[src/rtl/cpu_dbg_pkg.sv]
// Shared definitions for the CPU run-control / state-dump slice.
// Holds the controller state encoding, the beat-kind codes, the debug-port
// widths and a saturating increment for the run-cycle counter.
package cpu_dbg_pkg;

    typedef enum logic [2:0] {
        RUN     = 3'd0,
        FREEZE  = 3'd1,
        DUMP_RF = 3'd2,
        DUMP_DM = 3'd3,
        DRAIN   = 3'd4,
        DONE    = 3'd5
    } dbg_state_e;

    localparam logic DUMP_KIND_REG = 1'b0;
    localparam logic DUMP_KIND_MEM = 1'b1;

    localparam int PC_W       = 32;
    localparam int RF_ADDR_W  = 5;
    localparam int DUMP_IDX_W = 8;
    localparam int CYCLE_W    = 16;
    localparam int REP_W      = 8;

    // Increment that sticks at all-ones instead of wrapping.
    function automatic logic [CYCLE_W-1:0] sat_inc_cycles(input logic [CYCLE_W-1:0] value);
        if (value == {CYCLE_W{1'b1}}) begin
            return value;
        end else begin
            return value + {{(CYCLE_W-1){1'b0}}, 1'b1};
        end
    endfunction

endpackage

[src/rtl/dump_beat_reg.sv]
// Valid/ready holding register for one dump beat.
// Ports:
//   clk_i, rst_i    clock, synchronous active-high reset
//   load_req_i      owner wants to present a new beat this cycle
//   kind_i/index_i/data_i  candidate beat contents
//   ready_i         sink ready
//   load_en_o       beat is captured at the next edge (slot empty or draining)
//   valid_o/kind_o/index_o/data_o  registered beat presented to the sink
// With no load request pending, a transferred beat simply empties the slot,
// which is how the final beat drains.
module dump_beat_reg
    import cpu_dbg_pkg::*;
#(
    parameter int DATA_W = 32,
    parameter int IDX_W  = 8
) (
    input  logic              clk_i,
    input  logic              rst_i,
    input  logic              load_req_i,
    input  logic              kind_i,
    input  logic [IDX_W-1:0]  index_i,
    input  logic [DATA_W-1:0] data_i,
    input  logic              ready_i,
    output logic              load_en_o,
    output logic              valid_o,
    output logic              kind_o,
    output logic [IDX_W-1:0]  index_o,
    output logic [DATA_W-1:0] data_o
);

    logic              valid_r;
    logic              kind_r;
    logic [IDX_W-1:0]  index_r;
    logic [DATA_W-1:0] data_r;

    // Slot can take a new beat when empty or when the current one leaves now.
    always_comb begin
        load_en_o = load_req_i && (!valid_r || ready_i);
    end

    // Beat storage: load, drain, or hold stable under back-pressure.
    always_ff @(posedge clk_i) begin
        if (rst_i) begin
            valid_r <= 1'b0;
            kind_r  <= DUMP_KIND_REG;
            index_r <= {IDX_W{1'b0}};
            data_r  <= {DATA_W{1'b0}};
        end else if (load_en_o) begin
            valid_r <= 1'b1;
            kind_r  <= kind_i;
            index_r <= index_i;
            data_r  <= data_i;
        end else if (valid_r && ready_i) begin
            valid_r <= 1'b0;
        end else begin
            valid_r <= valid_r;
        end
    end

    assign valid_o = valid_r;
    assign kind_o  = kind_r;
    assign index_o = index_r;
    assign data_o  = data_r;

endmodule

[src/rtl/cpu_state_dumper.sv]
// Run-control and end-of-run state dump for the single-cycle CPU.
// Counts RUN cycles, detects a halt (PC unchanged for HALT_REPEAT cycles) or a
// timeout, freezes the CPU, then streams every register-file entry followed by
// every data-memory word over a valid/ready interface.
// Ports:
//   clk_i, rst_i            clock, synchronous active-high reset
//   cpu_pc_i                current CPU program counter
//   cpu_stall_o             freeze request, sticky until reset
//   rf_raddr_o/rf_rdata_i   register-file debug read port (combinational)
//   dm_raddr_o/dm_rdata_i   data-memory debug read port (combinational)
//   dump_valid_o/dump_ready_i  beat handshake
//   dump_kind_o/dump_index_o/dump_data_o  beat contents
//   halted_o                1 = ended by halt detect, 0 = ended by timeout
//   done_o                  dump complete, sticky
//   cycles_o                RUN cycles, saturating, frozen on leaving RUN
module cpu_state_dumper
    import cpu_dbg_pkg::*;
#(
    parameter int END_COUNT   = 600,
    parameter int HALT_REPEAT = 3,
    parameter int REG_NUM     = 32,
    parameter int MEM_WORDS   = 12,
    parameter int DATA_W      = 32
) (
    input  logic                         clk_i,
    input  logic                         rst_i,
    input  logic [31:0]                  cpu_pc_i,
    output logic                         cpu_stall_o,
    output logic [4:0]                   rf_raddr_o,
    input  logic [DATA_W-1:0]            rf_rdata_i,
    output logic [$clog2(MEM_WORDS)-1:0] dm_raddr_o,
    input  logic [DATA_W-1:0]            dm_rdata_i,
    output logic                         dump_valid_o,
    input  logic                         dump_ready_i,
    output logic                         dump_kind_o,
    output logic [7:0]                   dump_index_o,
    output logic [DATA_W-1:0]            dump_data_o,
    output logic                         halted_o,
    output logic                         done_o,
    output logic [15:0]                  cycles_o
);

    localparam int DM_ADDR_W = $clog2(MEM_WORDS);

    dbg_state_e              state_r;
    dbg_state_e              state_s;
    logic [CYCLE_W-1:0]      cyc_r;
    logic [REP_W-1:0]        rep_r;
    logic [PC_W-1:0]         prev_pc_r;
    logic                    stall_r;
    logic                    halted_r;
    logic                    done_r;
    logic [DUMP_IDX_W-1:0]   idx_r;

    logic                    pc_eq_s;
    logic [REP_W-1:0]        rep_inc_s;
    logic                    halt_hit_s;
    logic                    timeout_hit_s;
    logic                    last_rf_s;
    logic                    last_dm_s;
    logic                    load_req_s;
    logic                    load_en_s;
    logic                    beat_kind_s;
    logic [DATA_W-1:0]       beat_data_s;
    logic                    beat_valid_s;

    // Halt/timeout detection and end-of-table flags.
    // Halt fires on the cycle whose equal PC brings the repeat count to HALT_REPEAT-1.
    always_comb begin
        pc_eq_s       = (cpu_pc_i == prev_pc_r);
        rep_inc_s     = rep_r + {{(REP_W-1){1'b0}}, 1'b1};
        halt_hit_s    = pc_eq_s && (rep_inc_s == REP_W'(HALT_REPEAT - 1));
        timeout_hit_s = (cyc_r == CYCLE_W'(END_COUNT - 1));
        last_rf_s     = (idx_r == DUMP_IDX_W'(REG_NUM - 1));
        last_dm_s     = (idx_r == DUMP_IDX_W'(MEM_WORDS - 1));
    end

    // Controller state register.
    always_ff @(posedge clk_i) begin
        if (rst_i) begin
            state_r <= RUN;
        end else begin
            state_r <= state_s;
        end
    end

    // Next-state logic.
    always_comb begin
        state_s = state_r;
        case (state_r)
            RUN: begin
                if (halt_hit_s || timeout_hit_s) begin
                    state_s = FREEZE;
                end else begin
                    state_s = RUN;
                end
            end
            FREEZE: begin
                state_s = DUMP_RF;
            end
            DUMP_RF: begin
                if (load_en_s && last_rf_s) begin
                    state_s = DUMP_DM;
                end else begin
                    state_s = DUMP_RF;
                end
            end
            DUMP_DM: begin
                if (load_en_s && last_dm_s) begin
                    state_s = DRAIN;
                end else begin
                    state_s = DUMP_DM;
                end
            end
            DRAIN: begin
                if (!beat_valid_s) begin
                    state_s = DONE;
                end else begin
                    state_s = DRAIN;
                end
            end
            DONE: begin
                state_s = DONE;
            end
            default: begin
                state_s = RUN;
            end
        endcase
    end

    // RUN bookkeeping: cycle count, PC repeat tracking, stall and halt cause.
    // The cycle counter does not step on the exit edge so it freezes at the exit value.
    always_ff @(posedge clk_i) begin
        if (rst_i) begin
            cyc_r     <= {CYCLE_W{1'b0}};
            rep_r     <= {REP_W{1'b0}};
            prev_pc_r <= {PC_W{1'b0}};
            stall_r   <= 1'b0;
            halted_r  <= 1'b0;
        end else begin
            case (state_r)
                RUN: begin
                    prev_pc_r <= cpu_pc_i;
                    rep_r     <= pc_eq_s ? rep_inc_s : {REP_W{1'b0}};
                    if (halt_hit_s || timeout_hit_s) begin
                        stall_r  <= 1'b1;
                        halted_r <= halt_hit_s;
                    end else begin
                        cyc_r <= sat_inc_cycles(cyc_r);
                    end
                end
                default: begin
                    cyc_r <= cyc_r;
                end
            endcase
        end
    end

    // Dump index: cleared in FREEZE, steps on each captured beat, rewinds between tables.
    always_ff @(posedge clk_i) begin
        if (rst_i) begin
            idx_r <= {DUMP_IDX_W{1'b0}};
        end else begin
            case (state_r)
                FREEZE: begin
                    idx_r <= {DUMP_IDX_W{1'b0}};
                end
                DUMP_RF: begin
                    if (load_en_s) begin
                        idx_r <= last_rf_s ? {DUMP_IDX_W{1'b0}} : idx_r + 8'd1;
                    end
                end
                DUMP_DM: begin
                    if (load_en_s && !last_dm_s) begin
                        idx_r <= idx_r + 8'd1;
                    end
                end
                default: begin
                    idx_r <= idx_r;
                end
            endcase
        end
    end

    // Sticky completion flag, raised on the DRAIN-to-DONE edge.
    always_ff @(posedge clk_i) begin
        if (rst_i) begin
            done_r <= 1'b0;
        end else if ((state_r == DRAIN) && (state_s == DONE)) begin
            done_r <= 1'b1;
        end else begin
            done_r <= done_r;
        end
    end

    // Beat source selection for the holding register.
    always_comb begin
        load_req_s  = 1'b0;
        beat_kind_s = DUMP_KIND_REG;
        beat_data_s = rf_rdata_i;
        case (state_r)
            DUMP_RF: begin
                load_req_s  = 1'b1;
                beat_kind_s = DUMP_KIND_REG;
                beat_data_s = rf_rdata_i;
            end
            DUMP_DM: begin
                load_req_s  = 1'b1;
                beat_kind_s = DUMP_KIND_MEM;
                beat_data_s = dm_rdata_i;
            end
            default: begin
                load_req_s = 1'b0;
            end
        endcase
    end

    dump_beat_reg #(
        .DATA_W (DATA_W),
        .IDX_W  (DUMP_IDX_W)
    ) u_beat (
        .clk_i      (clk_i),
        .rst_i      (rst_i),
        .load_req_i (load_req_s),
        .kind_i     (beat_kind_s),
        .index_i    (idx_r),
        .data_i     (beat_data_s),
        .ready_i    (dump_ready_i),
        .load_en_o  (load_en_s),
        .valid_o    (beat_valid_s),
        .kind_o     (dump_kind_o),
        .index_o    (dump_index_o),
        .data_o     (dump_data_o)
    );

    assign dump_valid_o = beat_valid_s;
    assign rf_raddr_o   = idx_r[RF_ADDR_W-1:0];
    assign dm_raddr_o   = idx_r[DM_ADDR_W-1:0];
    assign cpu_stall_o  = stall_r;
    assign halted_o     = halted_r;
    assign done_o       = done_r;
    assign cycles_o     = cyc_r;

endmodule

[config.mk]
export PLATFORM = sky130hd
export DESIGN_NAME = cpu_state_dumper
export DESIGN_NICKNAME = d
export VERILOG_FILES = /design/src/rtl/cpu_dbg_pkg.sv /design/src/rtl/dump_beat_reg.sv /design/src/rtl/cpu_state_dumper.sv
export SDC_FILE = /design/constraint.sdc
export NUM_CORES = 1
export LEC_CHECK = 0
export CAP_MARGIN = 20
export CORE_MARGIN = 2
export CORE_UTILIZATION = 48
export CTS_CLUSTER_DIAMETER = 40
export DETAILED_ROUTE_END_ITERATION = 16
export PLACE_DENSITY_LB_ADDON = 0.15
export SYNTH_ARGS = -nofsm -noshare
export SYNTH_HDL_FRONTEND = slang
export SYNTH_HIERARCHICAL = 1
export SYNTH_SLANG_ARGS = --single-unit
[constraint.sdc]
create_clock -name clk_i -period 3.1 [get_ports clk_i]
set_clock_uncertainty 0.1 [all_clocks]
set_input_delay 0.31 -clock clk_i [delete_from_list [all_inputs] [get_ports clk_i]]
set_output_delay 0.31 -clock clk_i [all_outputs]
set_load 0.01 [all_outputs]
[Word level (Yosys, flattened, before mapping)]
Index checks and enable logic that the tools add are counted.
Storage, ports and cells
  register bits after elaboration: 112
  logic and storage cells: 64
  bits of input ports: 99
  output and inout bits: 70
Operators by class
  bitwise operators: 2
  equal/unequal tests: 14
  multiplexer cells: 15
  add/sub/neg operators: 3
  reductions and logical operators: 18
Operator list (count)
  == test 32 bit: 1
  2-to-1 mux 32 bit: 1
  2-to-1 mux 8 bit: 4
  one-hot mux 8 bit (3 select lines): 1
  one-hot mux 3 bit (6 select lines): 1
  adder 16 x 1 -> 16 bit (second input constant): 1
  adder 8 x 1 -> 8 bit (second input constant): 2
  == test 16 x 10 -> 1 bit (second input constant): 1
  == test 16 bit (second input constant): 1
  == test 3 bit (second input constant): 3
  == test 8 x 2 -> 1 bit (second input constant): 1
  == test 8 x 4 -> 1 bit (second input constant): 1
  == test 8 x 5 -> 1 bit (second input constant): 1
  logical AND 1 bit: 7
  2-to-1 mux 1 bit: 7
  == test 3 x 2 -> 1 bit (second input constant): 2
  AND reduction 3 bit: 2
  != test 2 bit (second input constant): 2
  == test 3 x 1 -> 1 bit (second input constant): 1
  zero test 3 bit: 1
  2-to-1 mux 3 bit: 1
  nonzero test 3 bit: 1
  zero test 1 bit: 2
  logical OR 1 bit: 2
  other kinds (4): 5

[Longest topological paths before layout]
  word-level depth: 9
  depth in mapped cells: 10
  depth with buffers taken out: 7

[Modules after synthesis]
The synthesis kept the hierarchy.
By module, submodules not included
  cpu_state_dumper: cells each 483, area an instance 3985.1 um^2, instances 1, sequential area each 1401.3 um^2
  dump_beat_reg: cells each 183, area an instance 1914.3 um^2, instances 1, sequential area each 840.8 um^2

[Least setup slack after synthesis]
No wires, ideal clock.
  path kind: reg-to-reg
  from: register state_r[1]
  to: register idx_r[7]
  stages on the path, launching flop included: 11
  buffers on the path: 4
  required time: 2.930 ns
  setup time: 0.070 ns
  clock period less this slack: 2.313 ns
  setup slack: 0.787 ns
  data arrival time: 2.143 ns
  cells stage by stage: dfxtp_1 > buf_6 > nor2b_1 > a21boi_2 > buf_6 > buf_12 > a31o_1 > buf_2 > nand4_1 > or3_1 > a21oi_1
On the way
  word-level cells in the longest chain between the ends: 7
  elaborated cells between the ends (all ways): 12
  those cells by class: 5 x eq/ne; 2 x mux; 5 x reduce/logical
RTL lines
  from (decl): RTL line cpu_state_dumper.sv:45  | dbg_state_e state_r;
  from (signal assigned): RTL line cpu_state_dumper.sv:83  | state_r <= state_s;
  == test 3 x 2 -> 1 bit: RTL line cpu_state_dumper.sv:201  | case (state_r)
  OR reduction 2 bit (no source line) *
  2-to-1 mux 1 bit *: RTL line cpu_state_dumper.sv:201
  via load_req_s: RTL line cpu_state_dumper.sv:61  | logic load_req_s;
  logical AND 1 bit *: RTL line dump_beat_reg.sv:38  | load_en_o = load_req_i && (!valid_r || ready_i);
  via load_en_s: RTL line cpu_state_dumper.sv:62  | logic load_en_s;
  logical AND 1 bit: RTL line cpu_state_dumper.sv:174  | if (load_en_s && !last_dm_s) begin
  != test 2 bit (no source line)
  AND reduction 3 bit (no source line) *
  to (signal assigned): RTL line cpu_state_dumper.sv:170  | idx_r <= last_rf_s ? {DUMP_IDX_W{1'b0}} : idx_r + 8'd1;
  to (signal assigned): RTL line cpu_state_dumper.sv:175  | idx_r <= idx_r + 8'd1;
  to (signal assigned): RTL line cpu_state_dumper.sv:179  | idx_r <= idx_r;
  to (decl): RTL line cpu_state_dumper.sv:53  | logic [DUMP_IDX_W-1:0] idx_r;
The timed path passes the listed nets; every way through them passes the cells marked *.
A chain may end at the register's enable or synchronous reset.

[Final worst setup path]
  from: input cpu_pc_i[24]
  to: register cyc_r[0], in the netlist cycles_o[0]
On the way
  word-level cells in the longest chain between the ends: 5
RTL lines
  from (decl): RTL line cpu_state_dumper.sv:27  | input logic [31:0] cpu_pc_i,
  == test 32 bit: RTL line cpu_state_dumper.sv:70  | pc_eq_s = (cpu_pc_i == prev_pc_r);
  logical AND 1 bit: RTL line cpu_state_dumper.sv:72  | halt_hit_s = pc_eq_s && (rep_inc_s == REP_W'(HALT_REPEAT - 1));
  logical OR 1 bit: RTL line cpu_state_dumper.sv:145  | if (halt_hit_s || timeout_hit_s) begin
  NOT 1 bit (no source line)
  AND reduction 3 bit (no source line)
  to (signal assigned): RTL line cpu_state_dumper.sv:135  | cyc_r <= {CYCLE_W{1'b0}};
  to (signal assigned): RTL line cpu_state_dumper.sv:149  | cyc_r <= sat_inc_cycles(cyc_r);
  to (signal assigned): RTL line cpu_state_dumper.sv:153  | cyc_r <= cyc_r;
  to (decl): RTL line cpu_state_dumper.sv:47  | logic [CYCLE_W-1:0] cyc_r;
Every way passes these cells.

==> flow_metrics.tcl <==
set metrics [dict create \
    r2r_setup_slack_ns 0.59 \
    reg2reg_from "rep_r[0]" \
    hold_class "flop to flop" \
    drt-total-wl_um 13900 \
    dp_cells 936 \
    ff2ff_path_depth 8 \
    synth-seq-cells 112 \
    gr-total-overflow 0 \
    holdCritStartpoint "prev_pc_r[0]" \
    antenna_found_initial 0 \
    design_area_um2 7760 \
    antenna_cells 0 \
    grt_max_degree 122 \
    setup_viol 0 \
    postCtsSetupBuffers 0 \
    io_pins 169 \
    num_vias 5061 \
    outcome "complete, no violations" \
    synth_cells 666 \
    core-area_um2 12000 \
    ys_seq_area_share_pct 38.0 \
    whs_endpoint "prev_pc_r[0]" \
    dpl.hpwl_um 9810 \
    synth-warning-count 6 \
    first_iter_violations 317 \
    synth_area_um2 5900 \
    port_buffers 168 \
    die_x_um 115 \
    power_leakage_nw 2.73 \
    gp_congestion 0.852 \
    cts_sinks 112 \
    clk_path_buf_depth 2 \
    fin_crit_sh_pct 81.6 \
    r2r_end "cycles_o[0]" \
    drc 0 \
    start_util_pct 49.1 \
    postSynthAreaPerCell_um2 8.86 \
    ctsResizeCount 0 \
    worst_pin_slew_ns 1.00 \
    grt_pass1_wl_um 22700 \
    cp.arrival_ns 2.66 \
    fin_setup_tns_ns 0 \
    hold_viol 0 \
    synth_cell_type_count 53 \
    vdd_drop_max_mv 0.210 \
    clk_pin_slew_ns 0.07 \
    clkLatencyLatePin_ns 0.35 \
    min_period_ns 2.53 \
    area_growth_pct 31.5 \
    cts-root-buf "clkbuf_16" \
    ys.flop_type "dfxtp_1" \
    first_pass_iters 4 \
    crit_type "input port to flop" \
    grt_usage_pct 21.1 \
    vias_per_cell 5.32 \
    setup_ws_ns 0.571 \
    layoutNonFillerInstCount 952 \
    maxCapViolations 0 \
    critPathRequiredTime_ns 3.23 \
    die_area_um2 13200 \
    nNetsFinal 903 \
    synthArstFlopShare_pct 0 \
    start_kind "input port" \
    cts-htree-levels 3 \
    drive_above_1_share_pct 6.71 \
    dp_slack_ns 0.150 \
    p_per_area_nw_per_um2 363 \
    worst_setup_path_end_kind "flop" \
    fp.dieH_um 115 \
    finalMaxSlewViolations 0 \
    grt_pass1_vias 4845 \
    rsz0062_at_grt "no" \
    relSlewSlack_pct 33.3 \
    cts_tree "done" \
    rows 40 \
    cts_hold_buf 0 \
    synth-edff-count 0 \
    numCtsBuffers 9 \
    post_dp_cell_area_um2 7490 \
    detail_route.wl_per_cell_um 14.6 \
    hold_depth 2 \
    drtAntennaViolNets 0 \
    fmax_mhz 395 \
    synth_fp_nets 769 \
    cp_max_fo 31 \
]
## worst max path at each step
stage,startpoint,end,slack [ns],cells after the start
6_report,cpu_pc_i[24],cycles_o[0],0.57,8
5_1_grt,cpu_pc_i[24],cycles_o[0],0.32,8
4_1_cts,cpu_pc_i[24],cycles_o[0],0.51,8
3_5_place_dp,cpu_pc_i[24],cycles_o[0],0.15,8
3_3_place_gp,cpu_pc_i[24],cycles_o[0],0.22,8
2_1_floorplan,state_r[1],idx_r[7],0.79,10
## sequential cells by signal, indices dropped and copies added, names as in the netlist
name	count
cycles_o	16
u_beat/index_o	8
cpu_stall_o	1
rep_r	8
prev_pc_r	32
state_r	3
idx_r	8
u_beat/valid_o	1
u_beat/data_o	32
u_beat/kind_o	1
halted_o	1
done_o	1
## kinds of logic (layout without fill, tap and decap cells)
group                    after synthesis  count (layout)  share of synthesized area (%)
buffers and inverters                 59             198                           6.28
flip-flops                           112             112                           38.0
multiplexers                          80              80                           14.4
AND/OR/NAND/NOR                      283             283                           25.7
XOR/XNOR                              40              40                           5.94
adder cells (fa/ha/maj)                4               4                          0.848
AO/OA/AOI/OAI                         88              88                           8.84
## cell usage in the layout, fill, tap and decap left out, types with 3 or more instances in the layout
master | Yosys | final
nor4_1 | 9 | 9
o21ai_0 | 15 | 15
or3_1 | 16 | 16
xor2_1 | 39 | 39
nor2_1 | 23 | 23
o21ai_1 | 4 | 4
buf_4 | 9 | 6
nand2_1 | 84 | 84
clkinvlp_4 | 0 | 3
clkbuf_1 | 22 | 3
nor3_1 | 12 | 11
inv_1 | 7 | 7
mux2i_1 | 45 | 45
clkbuf_16 | 0 | 9
nand3_1 | 16 | 16
ha_1 | 4 | 4
clkdlybuf4s50_1 | 0 | 167
and4_1 | 3 | 3
nor2b_1 | 4 | 4
mux2_2 | 23 | 23
dfxtp_1 | 112 | 112
mux2_1 | 11 | 11
a21oi_1 | 53 | 53
nand2b_1 | 87 | 87
nand4_1 | 15 | 15
## where the power goes
group          switching, mW  internal (mW)
Clock                  0.510          0.548
Sequential            0.0187           1.46
Combinational         0.0950          0.182
## worst max-delay path: stages
cell and delay, ns:
clkdlybuf4s50_1 0.44, xor2_1 0.17, nor4_1 0.48, nand4_1 0.30, nor3_2 0.35, buf_12 0.21, nor2_1 0.08, mux2_1 0.31
## synthesized netlist by cell type (3+ instances only)
cell type	number	share of area (%)
buf_12	4	1.4
nor3_1	12	1.0
mux2i_1	45	7.6
and4_1	3	0.45
mux2_1	11	2.1
nor2_1	23	1.5
a21oi_1	53	4.5
nor2b_1	4	0.42
o21ai_1	4	0.34
buf_4	9	1.1
nand3_1	16	1.4
mux2_2	23	4.4
xor2_1	39	5.8
ha_1	4	0.85
buf_2	10	0.85
o21ai_0	15	1.3
nand2b_1	87	9.2
buf_6	5	0.95
inv_1	7	0.45
nand4_1	15	1.6
clkbuf_1	22	1.4
nor4_1	9	0.95
or3_1	16	1.7
dfxtp_1	112	38
nand2_1	84	5.3
## area by class of cell
cell class	instances	area [um2]
Fill cell	1031	4250
Multi-Input combinational cell	495	3300
Sequential cell	112	2240
Timing Repair Buffer	174	1740
Clock buffer	12	236
Tap cell	147	184
Clock inverter	4	31.3
Inverter	8	30.0
## per-layer routing
layer	up-vias	GRT usage [%]	routed length, um
met5	-	0	0
met4	0	8.03	265
met2	130	35.6	6810
li1	2539	-	-
met3	20	5.54	890
met1	2372	25.8	5940
## through the flow
step	hold slack, ns	util, %	power [mW]
3_5_place_dp	0.359	62.4	1.79
4_1_cts	0.369	64.6	2.85
5_1_grt	0.382	64.6	2.94
3_3_place_gp	0.353	62.4	1.79
6_report	0.369	64.6	2.82
2_1_floorplan	0.346	-	1.63
(Power assumes the default switching activity.)
